File: config.mk
export PLATFORM = sky130hd
export DESIGN_NAME = sum_bcd_convert_flat
export DESIGN_NICKNAME = d
export VERILOG_FILES = /design/src/rtl/sum_bcd_convert_pkg.sv /design/src/rtl/sum_bcd_convert_if.sv /design/src/rtl/sum_bcd_convert_bcd_digit_adj.sv /design/src/rtl/sum_bcd_convert.sv /design/src/flat_wrapper.sv
export SDC_FILE = /design/constraint.sdc
export NUM_CORES = 1
export LEC_CHECK = 0
export BUFFER_PORTS_ARGS = -buffer_cell sky130_fd_sc_hd__buf_2
export CORE_ASPECT_RATIO = 0.9
export CORE_MARGIN = 5
export CORE_UTILIZATION = 60
export CTS_CLUSTER_DIAMETER = 30
export DETAILED_ROUTE_END_ITERATION = 8
export HOLD_SLACK_MARGIN = 0.08
export PLACE_DENSITY = 0.83
export SYNTH_ARGS = -nofsm -noshare
export SYNTH_HDL_FRONTEND = slang
export SYNTH_SLANG_ARGS = --single-unit
File: constraint.sdc
create_clock -name sys_clk -period 4 [get_ports sys_clk]
set_clock_uncertainty 0.05 [all_clocks]
set_input_delay 0.8 -clock sys_clk [delete_from_list [all_inputs] [get_ports sys_clk]]
set_output_delay 0.8 -clock sys_clk [all_outputs]
set_load 0.005 [all_outputs]
File: src/rtl/sum_bcd_convert_pkg.sv
// Shared types and constants for the sum-to-BCD converter slice.
// Latency: n/a (declarations only).
// Backpressure: n/a.
package sum_bcd_pkg;

    typedef enum logic [1:0] {
        IDLE = 2'd0,
        CONV = 2'd1,
        DONE = 2'd2
    } state_t;

    localparam int SUM_W_DEF  = 9;
    localparam int DIGITS_DEF = 3;
    localparam int CNT_W_DEF  = $clog2(SUM_W_DEF + 1);

    // Step counter must hold the value SUM_W itself.
    function automatic int cnt_width(input int sum_w);
        return $clog2(sum_w + 1);
    endfunction

    // True when DIGITS decimal digits can represent every SUM_W-bit value.
    function automatic bit digits_fit(input int digits, input int sum_w);
        longint p10;
        longint max_sum;
        p10     = 1;
        max_sum = (longint'(1) << sum_w) - 1;
        for (int i = 0; i < digits; i++) begin
            p10 = p10 * 10;
        end
        return p10 > max_sum;
    endfunction

endpackage

File: src/rtl/sum_bcd_convert_if.sv
// Bus between the gated adder and the BCD converter.
// Latency: n/a (wires only).
// Backpressure: none; the adder's enable edge is a fire-and-forget request.
interface sum_bcd_convert_if
    import sum_bcd_pkg::*;
#(
    parameter int SUM_W  = SUM_W_DEF,
    parameter int DIGITS = DIGITS_DEF
);
    logic                  enable;
    logic [SUM_W-1:0]      sum;
    logic [4*DIGITS-1:0]   bcd;
    logic                  valid;
    logic                  busy;

    // Adder / stimulus side.
    modport master (output enable, output sum, input bcd, input valid, input busy);
    // Converter side.
    modport slave  (input enable, input sum, output bcd, output valid, output busy);
endinterface

File: src/rtl/sum_bcd_convert_bcd_digit_adj.sv
// Double-dabble digit correction: add 3 to any BCD digit of 5 or more.
// Latency: combinational.
// Backpressure: none.
module bcd_digit_adj (
    input  logic [3:0] dig_i,
    output logic [3:0] dig_o
);
    // 4-bit add, carry discarded; in-range digits never overflow.
    assign dig_o = (dig_i >= 4'd5) ? (dig_i + 4'd3) : dig_i;
endmodule

File: src/rtl/sum_bcd_convert.sv
// Captures the adder sum on each enable rising edge and converts it to BCD by double-dabble.
// Latency: SUM_W+1 cycles from the start edge to the valid pulse; outputs fully registered.
// Backpressure: none; starts seen while busy are dropped, not queued.
module sum_bcd_convert
    import sum_bcd_pkg::*;
#(
    parameter int SUM_W  = SUM_W_DEF,
    parameter int DIGITS = DIGITS_DEF
) (
    input  logic              sys_clk,
    input  logic              sys_rst_n,
    sum_bcd_convert_if.slave  bus
);
    localparam int CNT_W = cnt_width(SUM_W);
    localparam int BCD_W = 4 * DIGITS;

    // Reject digit counts that cannot hold the largest sum.
    if (!digits_fit(DIGITS, SUM_W)) begin : g_bad_params
        $error("sum_bcd_convert: DIGITS too small for SUM_W");
    end

    state_t             state_q, state_d;
    logic               enable_q;
    logic [SUM_W-1:0]   shift_q, shift_d;
    logic [BCD_W-1:0]   work_q, work_d;
    logic [BCD_W-1:0]   work_adj;
    logic [BCD_W-1:0]   bcd_q, bcd_d;
    logic [CNT_W-1:0]   cnt_q, cnt_d;
    logic               valid_q, valid_d;
    logic               busy_q, busy_d;
    logic               start;

    // A start is a low-to-high transition of enable; a held level never retriggers.
    assign start = bus.enable & ~enable_q;

    for (genvar g = 0; g < DIGITS; g++) begin : g_adj
        bcd_digit_adj u_adj (
            .dig_i (work_q[4*g +: 4]),
            .dig_o (work_adj[4*g +: 4])
        );
    end

    // Next-state and datapath: load on start, adjust-then-shift per step, publish in DONE.
    always_comb begin
        state_d = state_q;
        shift_d = shift_q;
        work_d  = work_q;
        bcd_d   = bcd_q;
        cnt_d   = cnt_q;
        valid_d = 1'b0;
        busy_d  = busy_q;
        unique case (state_q)
            IDLE: begin
                if (start) begin
                    shift_d = bus.sum;
                    work_d  = '0;
                    cnt_d   = CNT_W'(SUM_W);
                    busy_d  = 1'b1;
                    state_d = CONV;
                end
            end
            CONV: begin
                {work_d, shift_d} = {work_adj, shift_q} << 1;
                cnt_d = cnt_q - CNT_W'(1);
                if (cnt_q == CNT_W'(1)) begin
                    state_d = DONE;
                end
            end
            DONE: begin
                bcd_d   = work_q;
                valid_d = 1'b1;
                busy_d  = 1'b0;
                state_d = IDLE;
            end
            default: begin
                busy_d  = 1'b0;
                state_d = IDLE;
            end
        endcase
    end

    // State, datapath and output registers; reset clears everything immediately.
    always_ff @(posedge sys_clk or negedge sys_rst_n) begin
        if (!sys_rst_n) begin
            state_q  <= IDLE;
            enable_q <= 1'b0;
            shift_q  <= '0;
            work_q   <= '0;
            bcd_q    <= '0;
            cnt_q    <= '0;
            valid_q  <= 1'b0;
            busy_q   <= 1'b0;
        end else begin
            state_q  <= state_d;
            enable_q <= bus.enable;
            shift_q  <= shift_d;
            work_q   <= work_d;
            bcd_q    <= bcd_d;
            cnt_q    <= cnt_d;
            valid_q  <= valid_d;
            busy_q   <= busy_d;
        end
    end

    assign bus.bcd   = bcd_q;
    assign bus.valid = valid_q;
    assign bus.busy  = busy_q;

endmodule
File: src/flat_wrapper.sv
// flat-port wrapper written by rule: the top's interface ports become plain ports
module sum_bcd_convert_flat import sum_bcd_pkg::*;
#(
    parameter int SUM_W  = SUM_W_DEF,
    parameter int DIGITS = DIGITS_DEF
)
  (sys_clk, sys_rst_n, bus_enable, bus_sum, bus_bcd, bus_valid, bus_busy);
  sum_bcd_convert_if #(.SUM_W(SUM_W), .DIGITS(DIGITS)) bus_i ();
  input  logic sys_clk;
  input  logic sys_rst_n;
  input wire logic [$bits(bus_i.enable)-1:0] bus_enable;
  input wire logic [$bits(bus_i.sum)-1:0] bus_sum;
  output wire logic [$bits(bus_i.bcd)-1:0] bus_bcd;
  output wire logic [$bits(bus_i.valid)-1:0] bus_valid;
  output wire logic [$bits(bus_i.busy)-1:0] bus_busy;
  assign bus_i.enable = bus_enable;
  assign bus_i.sum = bus_sum;
  assign bus_bcd = bus_i.bcd;
  assign bus_valid = bus_i.valid;
  assign bus_busy = bus_i.busy;
  sum_bcd_convert #(.SUM_W(SUM_W), .DIGITS(DIGITS)) u_core (.sys_clk(sys_clk), .sys_rst_n(sys_rst_n), .bus(bus_i));
endmodule
### Word level (Yosys, flattened, before mapping)

Index checks and enable logic that the tools add are counted.

* bits of input ports: 12
* register bits after elaboration: 42

* $add $sub $neg: 4
* bitwise logic cells: 3
* magnitude comparators: 3
* multiplexer cells: 15
* reductions and logical operators: 5
* equal/unequal tests: 5

Operators by type and width (count)
* $pmux 12 s2: 1
* $pmux 9 s2: 1
* $ge 4x3->1 const B: 3
* $mux 12: 1
* $mux 4: 3
* $mux 9: 1
* $add 4x2->4 const B: 2
* $pmux 4 s2: 1
* $reduce_and 2->1: 3
* $eq 4x1->1 const B: 1
* $mux 2: 2
* $ne 2x1->1 const B: 2
* $pmux 2 s2: 1
* $sub 4x1->4 const B: 1
* $add 3x2->3 const B: 1
* $mux 3: 1
* $eq 2x1->1 const B: 1
* $eq 2x2->1 const B: 1
* $logic_not 2->1: 1
* $mux 1: 2
* $not 1->1: 2
* $pmux 1 s2: 1
* $reduce_bool 2->1: 1
* $and 1x1->1: 1

### Logic depth before layout (Yosys ltp)

* word-level depth: 4
* mapped depth: 6
* depth with buffers taken out: 6

### Hierarchy

Synthesis repeated with hierarchy kept, for this count alone.

* cell total of the unflattened synthesis: 168
* area, all modules: 2069.5 um^2

Modules (own cells, without submodules)
* sum_bcd_convert: cells an instance 120, instances 1, area each 1765.4 um^2
* bcd_digit_adj: cells an instance 16, instances 3, area each 101.3 um^2

### Worst setup path before layout

No wires, ideal clock.

* kind: input to register
* from: input bus_enable
* to: register u_core.cnt_q[3]
* stages: 4
* path buffers: 0
* arrival time: 1643 ps
* library setup time: 125 ps
* slack: 2182 ps
* cell sequence: nor2b_1 > o21bai_2 > nor4_1 > mux2_2

* word-level cells in the longest chain between the ends: 3

Ends and longest elaborated chain
* start: declaration: RTL line flat_wrapper.sv:11 `input wire logic [$bits(bus_i.enable)-1:0] bus_enable;`
* $and 1x1->1: RTL line sum_bcd_convert.sv:34 `assign start = bus.enable & ~enable_q;`
* $ne 2x1->1 (no line)
* $reduce_and 2->1 (no line)
* end signal: assignment: RTL line sum_bcd_convert.sv:99 `cnt_q <= cnt_d;`
* end: declaration: RTL line sum_bcd_convert.sv:28 `logic [CNT_W-1:0] cnt_q, cnt_d;`

Every way passes these cells.
A chain may end at the register's enable or synchronous reset.

### Worst setup path after layout

Ends and elaborated chain as after synthesis.

==> results.md <==
| Result | This run | Unit |
|:---|:---|:---|
| Outcome | finished clean | - |
| # fillers | 260 | - |
| Path type of the worst setup path | in2reg | - |
| Setup-violating endpoint count in the final report | 0 | - |
| Highest ir drop seen on vdd | 0.4308 | mV |
| Fin. Hold Viols | 0 | - |
| Number of levels the H-tree was split into | 2 | - |
| CORE AREA | 3043 | um^2 |
| Post-synth ARST share | 1.000 | - |
| Most area-consuming cells after synthesis | dfrtp_1 (55%), o21ai_0 (7.1%), nand2_1 (5.9%) | - |
| Total wire length | 3341 | um |
| Worst hold path type | reg2reg | - |
| Number of port buffers | 25 | - |
| Average routed wire per standard cell | 13.53 | um |
| Slew at the pin closest to its max-slew limit | 0.8903 | ns |
| Cells along the critical path | buf_2 > nor2b_1 > o21bai_2 > nor4_1 > mux2_2 | - |
| Worst skew pair latency | 0.35 | ns |
| RePlAce Congestion | 0.7700 | - |
| Arr. time, crit path | 1.96 | ns |
| Count of cell instances traversed by the critical path | 5 | - |
| Dominant combinational cell family by area after synthesis | simple AND/OR/NAND/NOR gates | - |
| Final core utilization | 0.6871 | - |
| Num rows | 19 | - |
| Largest delay contributor family on the critical path | simple AND/OR/NAND/NOR gates | - |
| Wire length of the first global-routing pass | 6106 | um |
| Largest incremental delay on the critical path | 0.37 | ns |
| Yosys warnings | 0 | - |
| Switch share | 0.3831 | - |
| Synthesized instance count | 179 | - |
| Overall power | 0.001448 | W |
| Drt initial violations | 93 | - |
| Normalized max-slew margin | 0.4065 | - |
| Combinational share of power | 0.391 | - |
| Number of enable flip-flop cells after synthesis | 0 | - |
| Most common cell after layout, fill and taps aside | dfrtp_1 | - |
| Vias in the first global route | 1412 | - |
| Total negative slack | 0 | ns |
| Number of search-and-repair iterations in the first detailed-routing pass | 4 | - |
| Post-synthesis register bit count | 42 | - |
| Finished Cell Area | 2091 | um^2 |
| Number of routed nets with antenna violations | 0 | - |
| Chip Height | 63.41 | um |
| Dpl hpwl | 2472 | um |
| Root buffer cell | clkbuf_4 | - |
| Worst reg2reg path startpoint | u_core.state_q[0] | - |
| End of the worst register-to-register path | u_core.shift_q[6] | - |
| Width of the chip | 69.35 | um |
| TritonCTS buffer count | 5 | - |
| Via/cell ratio | 5.478 | - |
| Net switching power figure | 0.0005546 | W |
| Area after DPL | 2046 | um^2 |
| Part of the power in the clock network | 0.131 | - |
| Setup slack, reg-to-reg | 2.30 | ns |
| Layout overhead on the synthesized area | 9.934 | % |
| Number of unique standard cell types used by synthesis | 27 | - |
| Fraction of final layout cells sized beyond drive strength 1 | 0.1951 | - |
| Pin count of the biggest net entering global routing | 43 | - |
| Kind of start point of the critical path | input pin | - |
| DRC violations left | 0 | - |
| Top cell type by total area after synthesis | dfrtp_1 | - |
| Total power divided by cell area | 692.4 | nW/um^2 |
| Upper clock frequency limit | 0.5642 | GHz |
| Initial antenna violation count | 0 | - |
| Total of hold buffers inserted after clock tree synthesis | 0 | - |
| Terminating pin of the worst hold path | u_core.bus.bcd[0] | - |
| CP max-delay cell | mux2_2 | - |
| Post-CTS repair timing setup buffer count | 0 | - |
| Final Slew Violations | 0 | - |
| Max-capacitance violation count | 0 | - |
| Number of I/O pins | 26 | - |
| Die ar. | 4397 | um^2 |
| Static Leak | 1.040 | nW |
| Internal power of the cells | 0.0008930 | W |
| Worst-path clk slew | 0.10 | ns |
| Worst min-delay path startpoint | u_core.bus.bcd[0] | - |
| Number of resized instances in the post-cts repair step | 0 | - |
| Critical Path RT | 4.19 | ns |
| Number of nets in the final layout | 225 | - |
| Top cell type's share of synthesized area | 0.5526 | - |
| Via count | 1353 | - |
| Initial Utilization | 0.6250 | - |
| Post-Synth Simple-Gate Area | 0.1237 | - |
| Aggregate global-route resource usage | 0.1720 | - |
| Tcrit/Tclk final | 0.4431 | - |
| Compound-gate portion of the synthesized area | 0.1191 | - |
| Post-Syn Nets | 199 | - |
| Area of the multi-input gates | 764.5 | um^2 |
| Commonest register cell after synthesis | dfrtp_1 | - |
| CTS tree | built | - |
| Total number of clock tree sinks | 42 | - |
| Length in cells of the worst reg-to-reg path | 4 | - |
| Cells on Worst Hold Path | 2 | - |
| XOR/XNOR share of the synthesized area | 0.02303 | - |
| Sequential share of the synthesized area | 0.5526 | - |
| Top library cells by usage in the layout, fill and taps aside | dfrtp_1 (42), nand2_1 (30), o21ai_0 (27), buf_2 (25), inv_1 (10) | - |
| Clock Tree Buf Depth | 2 | - |
| Post-synthesis mux area share | 0.08355 | - |
| Share of power burned in registers | 0.478 | - |
| Buffers and inverters on the worst path | 1 | - |
| Adder and majority gate portion of the synthesized area | 0.05263 | - |
| Post-synthesis cell area | 1902 | um^2 |
| Hold Slack | 0.4415 | ns |
| Time the final worst path needs with I/O delays and setup | 1.772 | ns |
| Sequential cell area | 1051 | um^2 |
| Unrepaired setup endpoints after global routing | false | - |
| Final antenna diode count | 0 | - |
| Remaining Overflow, GRT | 0 | - |
| Crit end category | register | - |
| Worst-path maximum fanout | 13 | - |
| Syn avg cell area | 10.62 | um^2 |
-- power groups by stage --
stage               logic, W  registers, W  clock network (W)
detailed placement  0.000574      0.000700                  0
global placement    0.000534      0.000686                  0
CTS                 0.000575      0.000691           0.000195
global route        0.000656      0.000715           0.000213
floorplan           0.000435      0.000677                  0
finish              0.000566      0.000692           0.000189
-- cells by family after synthesis --
family	count (synthesis)
multiplexers	15
XOR/XNOR	5
buffers and inverters	18
flip-flops	42
adder cells (fa/ha/maj)	8
AND/OR/NAND/NOR	52
AO/OA/AOI/OAI	39
-- synth_stat cells, types with 3 or more instances --
library cell	count
nand2_1	30
o21ai_0	27
nand2b_1	6
o311ai_0	3
nor3_1	3
ha_1	8
dfrtp_1	42
mux2_2	7
buf_2	6
a21oi_1	3
xnor2_1	3
nand3_1	6
inv_1	10
mux2i_1	8
-- tightest hold or removal path: cells and delay by family, from the launching register on --
| family | cells | cell delay, ns |
|---|---|---|
| DFF | 1 | 0.36 |
| AOI/OAI and AO/OA | 1 | 0.06 |
| and+or+nand+nor | 1 | 0.04 |
-- final cells by class --
type,count,area share
Sequential cell,42,0.5027
Multi-Input combinational cell,119,0.3656
Timing Repair Buffer,27,0.06703
Tap cell,42,0.02513
Clock buffer,7,0.02154
Inverter,10,0.01795
-- flip-flops by register name, summed over array words and instances (netlist names) --
signal and cells:
u_core.bus.bcd 12, u_core.enable_q 1, u_core.shift_q 9, u_core.state_q 2, u_core.bus.busy 1, u_core.cnt_q 4, u_core.bus.valid 1, u_core.work_q 12
-- worst max path at each step --
stage / start / endpoint / slack (ns)
after floorplan: bus_enable / u_core.cnt_q[3] / 2.18
after global placement: bus_enable / u_core.cnt_q[3] / 1.92
after detailed placement: bus_enable / u_core.cnt_q[3] / 1.84
after CTS: bus_enable / u_core.cnt_q[3] / 2.22
after global routing: u_core.state_q[0] / u_core.shift_q[4] / 2.14
final: bus_enable / u_core.cnt_q[3] / 2.23
-- routing by layer --
layer | global-route usage | part of all wire | vias to the layer above
li1 | - | - | 658
met3 | 0.04293 | 0.054 | 8
met4 | 0.06829 | 0.018 | 0
met1 | 0.2033 | 0.41 | 655
met5 | 0 | 0 | -
met2 | 0.3000 | 0.52 | 32
-- per-stage QoR --
step / setup WS, ns / cells
floorplan: 2.182 / 179
global placement: 1.922 / 240
detailed placement: 1.844 / 240
CTS: 2.218 / 247
global route: 2.136 / 247
finish: 2.228 / 247
Note: power is estimated with default switching activity, not from simulation.
